--- src/rtl/routing_pkg.sv ---
// routing_pkg: shared FSM states and table-format constants for the routing stages
package routing_pkg;
  typedef enum logic [2:0] {IDLE, CNT, ID, COST, DONE} state_t;
  localparam logic [15:0] INVALID_ID = 16'hFFFF;
  localparam logic [15:0] INVALID_COST = 16'hFFFF;
  localparam logic [15:0] ENTRY_STRIDE = 16'd4;
  localparam logic [15:0] HDR_BYTES = 16'd2;
endpackage

--- src/rtl/next_hop_select.sv ---
// next_hop_select: scans the neighbour table and picks the cheapest valid neighbour as next hop
module next_hop_select
  import routing_pkg::*;
#(
  parameter logic [15:0] TABLE_BASE = 16'd64,
  parameter int MAX_NEIGHBORS = 64
) (
  input  logic        clock,
  input  logic        reset,
  input  logic        start,
  input  logic        iamSink,
  input  logic [15:0] MY_NODE_ID,
  output logic [15:0] address,
  input  logic [15:0] mem_data_out,
  output logic        busy,
  output logic [15:0] next_hop,
  output logic [15:0] best_cost,
  output logic        found,
  output logic        done
);
  localparam int CW = $clog2(MAX_NEIGHBORS + 1);
  localparam logic [15:0] MAXW = 16'(MAX_NEIGHBORS);
  state_t state, state_n;
  logic [CW-1:0] count, count_n, idx, idx_nx;
  logic [15:0] cand_id;
  logic accept;
  function automatic logic [15:0] entry_addr(input logic [CW-1:0] i);
    return TABLE_BASE + HDR_BYTES + ENTRY_STRIDE * 16'(i);
  endfunction
  assign count_n = (mem_data_out > MAXW) ? CW'(MAX_NEIGHBORS) : mem_data_out[CW-1:0];
  assign idx_nx = idx + CW'(1);
  assign accept = cand_id != MY_NODE_ID && cand_id != INVALID_ID &&
                  mem_data_out != INVALID_COST && mem_data_out < best_cost;
  assign busy = state == CNT || state == ID || state == COST;
  assign done = state == DONE;
  always_comb begin
    state_n = state;
    address = TABLE_BASE;
    unique case (state)
      IDLE: state_n = start ? (iamSink ? DONE : CNT) : IDLE;
      CNT: begin
        address = entry_addr('0);
        state_n = (count_n == '0) ? DONE : ID;
      end
      ID: begin
        address = entry_addr(idx) + 16'd2;
        state_n = COST;
      end
      COST: begin
        address = entry_addr(idx_nx);
        state_n = (idx_nx == count) ? DONE : ID;
      end
      DONE: state_n = IDLE;
      default: state_n = IDLE;
    endcase
  end
  always_ff @(posedge clock) begin
    if (reset) begin
      state <= IDLE;
      next_hop <= INVALID_ID;
      best_cost <= INVALID_COST;
      found <= 1'b0;
      idx <= '0;
      count <= '0;
      cand_id <= INVALID_ID;
    end else begin
      state <= state_n;
      if (state == IDLE && start) begin
        next_hop <= iamSink ? MY_NODE_ID : INVALID_ID;
        best_cost <= iamSink ? 16'd0 : INVALID_COST;
        found <= iamSink;
        idx <= '0;
      end
      if (state == CNT) count <= count_n;
      if (state == ID) cand_id <= mem_data_out;
      if (state == COST) begin
        idx <= idx_nx;
        if (accept) begin
          next_hop <= cand_id;
          best_cost <= mem_data_out;
          found <= 1'b1;
        end
      end
    end
  end
endmodule

--- config.mk ---
export PLATFORM = sky130hd
export DESIGN_NAME = next_hop_select
export DESIGN_NICKNAME = d
export VERILOG_FILES = /design/src/rtl/routing_pkg.sv /design/src/rtl/next_hop_select.sv
export SDC_FILE = /design/constraint.sdc
export NUM_CORES = 1
export LEC_CHECK = 0
export BUFFER_PORTS_ARGS = -buffer_cell sky130_fd_sc_hd__buf_4
export CAP_MARGIN = 20
export CORE_MARGIN = 8
export CORE_UTILIZATION = 25
export CTS_CLUSTER_DIAMETER = 200
export DETAILED_ROUTE_END_ITERATION = 8
export GPL_ROUTABILITY_DRIVEN = 0
export PLACE_DENSITY = 0.54
export SLEW_MARGIN = 5
export SYNTH_ARGS = -nofsm -noshare
export SYNTH_HDL_FRONTEND = slang
export SYNTH_SLANG_ARGS = --single-unit
export TNS_END_PERCENT = 5
--- constraint.sdc ---
create_clock -name clock -period 6 [get_ports clock]
set_input_delay 1.2 -clock clock [delete_from_list [all_inputs] [get_ports clock]]
set_output_delay 1.2 -clock clock [all_outputs]
set_load 0.01 [all_outputs]
After elaboration in Yosys (flattened, before gate mapping)
Cells that the tools add are included.

storage, ports and cells
  logic and storage cells = 50
  bits in read-only memories = 0
  memories = 0
  bits of input ports = 36
  bits in registers = 66
  bits in latches = 0
  bits in writable memories = 0
  output and inout bits = 51

cells by class
  mux-type cells = 20
  equal/unequal tests = 8
  shift operators = 0
  div/mod/pow operators = 0
  add/sub/neg operators = 4
  reduce and logical (&&, ||, !) cells = 9
  bitwise gates (word level) = 0
  $lt $le $gt $ge = 2
  multipliers = 0

operators by type and width
  operator                 count
  $mux W16                 8
  $pmux W11 S3             1
  $ne A16 B16 Y1 const B   2
  $mux W7                  3
  $add A7 B9 Y10 const A   2
  $gt A16 B7 Y1 const B    1
  $lt A16 B16 Y1           1
  $ne A16 B16 Y1           1
  $mux W3                  4
  $pmux W3 S4              1
  $add A10 B2 Y11 const B  1
  $add A7 B1 Y7 const B    1
  $eq A7 B7 Y1             1
  $logic_not A7 Y1         1
  $eq A3 B2 Y1 const B     2
  $logic_and A1 B1 Y1      4
  $eq A3 B1 Y1 const B     1
  $eq A3 B3 Y1 const B     1
  $logic_not A3 Y1         1
  $mux W1                  3
  $logic_or A1 B1 Y1       2
  $reduce_bool A2 Y1       1

Logic depth before layout (Yosys ltp)
  depth in word-level cells = 6
  depth in mapped cells = 9
  gate-level depth less buffers = 8

Worst setup path before layout
No wires, ideal clock.

  path kind = register to output
  start = reg idx[0]
  end = out address[8]
  path slack = 3.028 ns
  data arrival time = 1.772 ns
  stages on the path, launching flop included = 10
  data required time = 4.800 ns
  path through = dfxtp_1 > ha_1 > and3_1 > buf_4 > xnor2_1 > ha_1 > xor2_1 > o22ai_1 > nor2_1 > a21oi_1

on the way
  word-level cells in the longest chain between the ends = 3

RTL lines
  item                                               RTL line                                      text
  from (decl)                                        next_hop_select.sv:24                         logic [CW-1:0] count, count_n, idx, idx_nx;
  from (signal assigned)                             next_hop_select.sv:77                         idx <= idx_nx;
  $add A7 B9 Y10 or $add A7 B1 Y7 (tied branches)    next_hop_select.sv:28, next_hop_select.sv:31
  $add A10 B2 Y11 or $add A7 B9 Y10 (tied branches)  next_hop_select.sv:46, next_hop_select.sv:28
  $pmux W11 S3 (*)                                   next_hop_select.sv:39                         unique case (state)
  to (decl)                                          next_hop_select.sv:13                         output logic [15:0] address,

Mark *: on every way between the ends. The rest lies on a longest branch, timed or not.

Worst setup path in the final report
Same ends and word-level chain as after synthesis.

==> reports/results.ini <==
[outcome]
outcome = complete, no violations

[critical_path]
cp_cell_sequence = ha_1 > and3_1 > xnor2_1 > ha_1 > xor2_1 > o22ai_1 > nor2_1 > a21oi_1 > buf_4
critPathMaxFanout = 10
crit_path_end_kind = output pin
cp.arrival_ns = 2.50
crit_start = idx[0]
r2r_start = state[0]
crit_family = simple AND/OR/NAND/NOR gates
rr_endpoint = next_hop[13]
required_ns = 4.80
slowest_stage = dfxtp_1
path_common_cell = ha_1
ff2ff_setup_slack_ns = 3.19
crit_buf_inv = 1
max_stage_delay_ns = 0.44
start_kind = register
path_depth = 9
path_class = register to output pin
crit_path_end = address[8]
reg2reg_depth = 7

[power]
comb_power_share_pct = 17.9
switching_share_pct = 28.36
p_int_mw = 0.8660
p_seq_share_pct = 40.3
power_leakage_nw = 2.143
clockPowerShare_pct = 41.8
peakVddDrop_mv = 0.1443
switching_power_mw = 0.3428
power.density_nw_per_um2 = 242.1

[logic_synthesis]
yosys.area.top_type_share_pct = 32.82
yosysTopAreaCell = dfxtp_1
synth_ff_type = dfxtp_1
synthCells = 519
ys_seq_area_share_pct = 32.82
synth-seq-cells = 66
synth_cell_types = 50
netlist_area_sq_um = 4026
synth-edff-count = 0
synth_area_leaders = dfxtp_1, nor2_1, mux2i_1
async_flop_share_pct = 0
syn_avg_cell_area_sq_um = 7.758
yosysWarningCount = 0

[clocking]
cts.sinks = 66
cts_tree = built
clk_latency_ns = 0.33
cts_hold_buf = 0
cts_root_buffer = clkbuf_16
cts.clk_slew.worst_paths_ns = 0.05
cts_buffers = 9
ctsResizeCount = 0
post-cts-setup-buffers = 0
htree_levels = 3
clock_path_buffers = 2

[global_route]
grt_max_degree = 88
antenna_found_initial = 0
grt_pass1_wl_microns = 19170
overflow = 0
grt_pass1_vias = 3699
grt_usage_pct = 12.02

[routing]
via_per_inst = 4.583
highest_layer = met4
drt_iter0_markers = 228
vias = 3657
wirelength_microns = 11920
wire_per_inst_microns = 14.94
dr.pass1.iters = 6
drc = 0
met3_length_microns = 725
wl_met1_microns = 5656
antenna_left = 0
wl_met2_microns = 5416

[floorplan]
die_w_microns = 142.9
core_sq_um = 15830
die_height_microns = 142.9
initial_core_util_pct = 25.44
die_area_sq_um = 20420
rows = 46
pin_count = 87

[layout]
nNetsFinal = 630
final_cell_mix = nor2_1, buf_4, dfxtp_1, inv_1, mux2i_1
final_cells = 798
fillers = 1687
antennaDiodeCount = 0
mostFrequentLayoutCell = nor2_1
area_growth_pct = 24.02
drive_gt1_share_pct = 18.04
final_core_util_pct = 31.55

[sta]
fin_tns_setup_ns = 0
rsz0062_at_grt = false
tightest_slew_ns = 0.9075
finalCritPeriodShare_pct = 61.59
finalHoldViolations = 0
fin_ws_ns = 2.305
skew_ns = 0.004934
slew_violations = 0
post-route-min-period_ns = 3.695
fmaxAchievable_mhz = 270.6
relSlewSlack_pct = 39.32
setup_viol = 0

[placed_design]
dpl_worst_slack_ns = 2.372
placedCellCount = 782
hpwlAfterDp_microns = 8883
port_buffers = 79

[hold_path]
hold_depth = 2
hold_class = register to register

[run]
cap_viol_max_count = 0

[cell families (layout without fill, tap and decap cells)]
| family | after synthesis | in the layout | synth area share, % |
|---|---|---|---|
| simple gates | 201 | 201 | 22.44 |
| compound gates | 98 | 98 | 15.60 |
| buf+inv | 75 | 132 | 9.167 |
| flops | 66 | 66 | 32.82 |
| mux | 32 | 32 | 7.955 |
| xor+xnor | 29 | 29 | 6.650 |
| fa+ha+maj | 17 | 17 | 5.283 |
| other cells | 1 | 7 | 0.09314 |
[flip-flops by register name (all words and copies together) (netlist names)]
name       count
best_cost     16
cand_id       16
next_hop      16
count          7
idx            7
state          3
found          1
[cell usage after synthesis (6+ instances only)]
master    instances
ha_1             17
xor2_1           22
a31oi_1          17
buf_4             9
o21bai_1         16
clkbuf_1         21
nor4_1           10
nand2_1          21
inv_1            34
dfxtp_1          66
a22oi_1           6
o21ai_0          10
a21oi_1          31
nand4_1          11
nor2_1          127
nand3_1           6
xnor2_1           6
mux2i_1          32
nor3_1            6
[per-layer routing]
layer	vias to the layer above	global-route usage, %
li1	1858	-
met1	1685	15.30
met2	105	18.80
met3	9	3.639
met4	0	4.195
met5	-	0
[layout make-up]
type                       instances  area, sq um  share of cell area [%]
multi-input combinational        384         2367                   47.41
sequential                        66         1321                   26.46
timing repair buffer              82        615.6                   12.33
tap                              216        270.3                   5.412
clock buffer                      12        266.5                   5.337
inverter                          34        127.6                   2.556
clock inverter                     4        25.02                  0.5011
[tightest hold or removal path, stage by stage (launching register included)]
cell and delay [ns]:
dfxtp_1 0.32, nand2_1 0.06, a21oi_1 0.05
[power by group through the flow]
stage                     sequential, mW  clock (mW)  combinational, mW
after floorplan                    0.495           0              0.127
after global placement             0.496           0              0.213
after detailed placement           0.496           0              0.217
after CTS                          0.487       0.519              0.218
after global routing               0.490       0.538              0.242
final                              0.487       0.506              0.216
[worst min-delay path by stage]
| stage | to | slack (ns) | from |
|---|---|---|---|
| after global placement | count[1] | 0.47 | count[1] |
| after CTS | count[1] | 0.48 | count[1] |
| after detailed placement | count[1] | 0.47 | count[1] |
| final | count[1] | 0.47 | count[1] |
| after global routing | count[1] | 0.51 | count[1] |
| after floorplan | count[1] | 0.44 | count[1] |
[through the flow]
stage	hold WS, ns	total power, mW	area, sq um
2_1_floorplan	0.4436	0.6213	4049
3_3_place_gp	0.4720	0.7090	4695
3_5_place_dp	0.4694	0.7130	4702
4_1_cts	0.4768	1.224	4994
5_1_grt	0.5056	1.270	4994
6_report	0.4696	1.209	4994
Note: power is estimated with default switching activity, not from simulation.
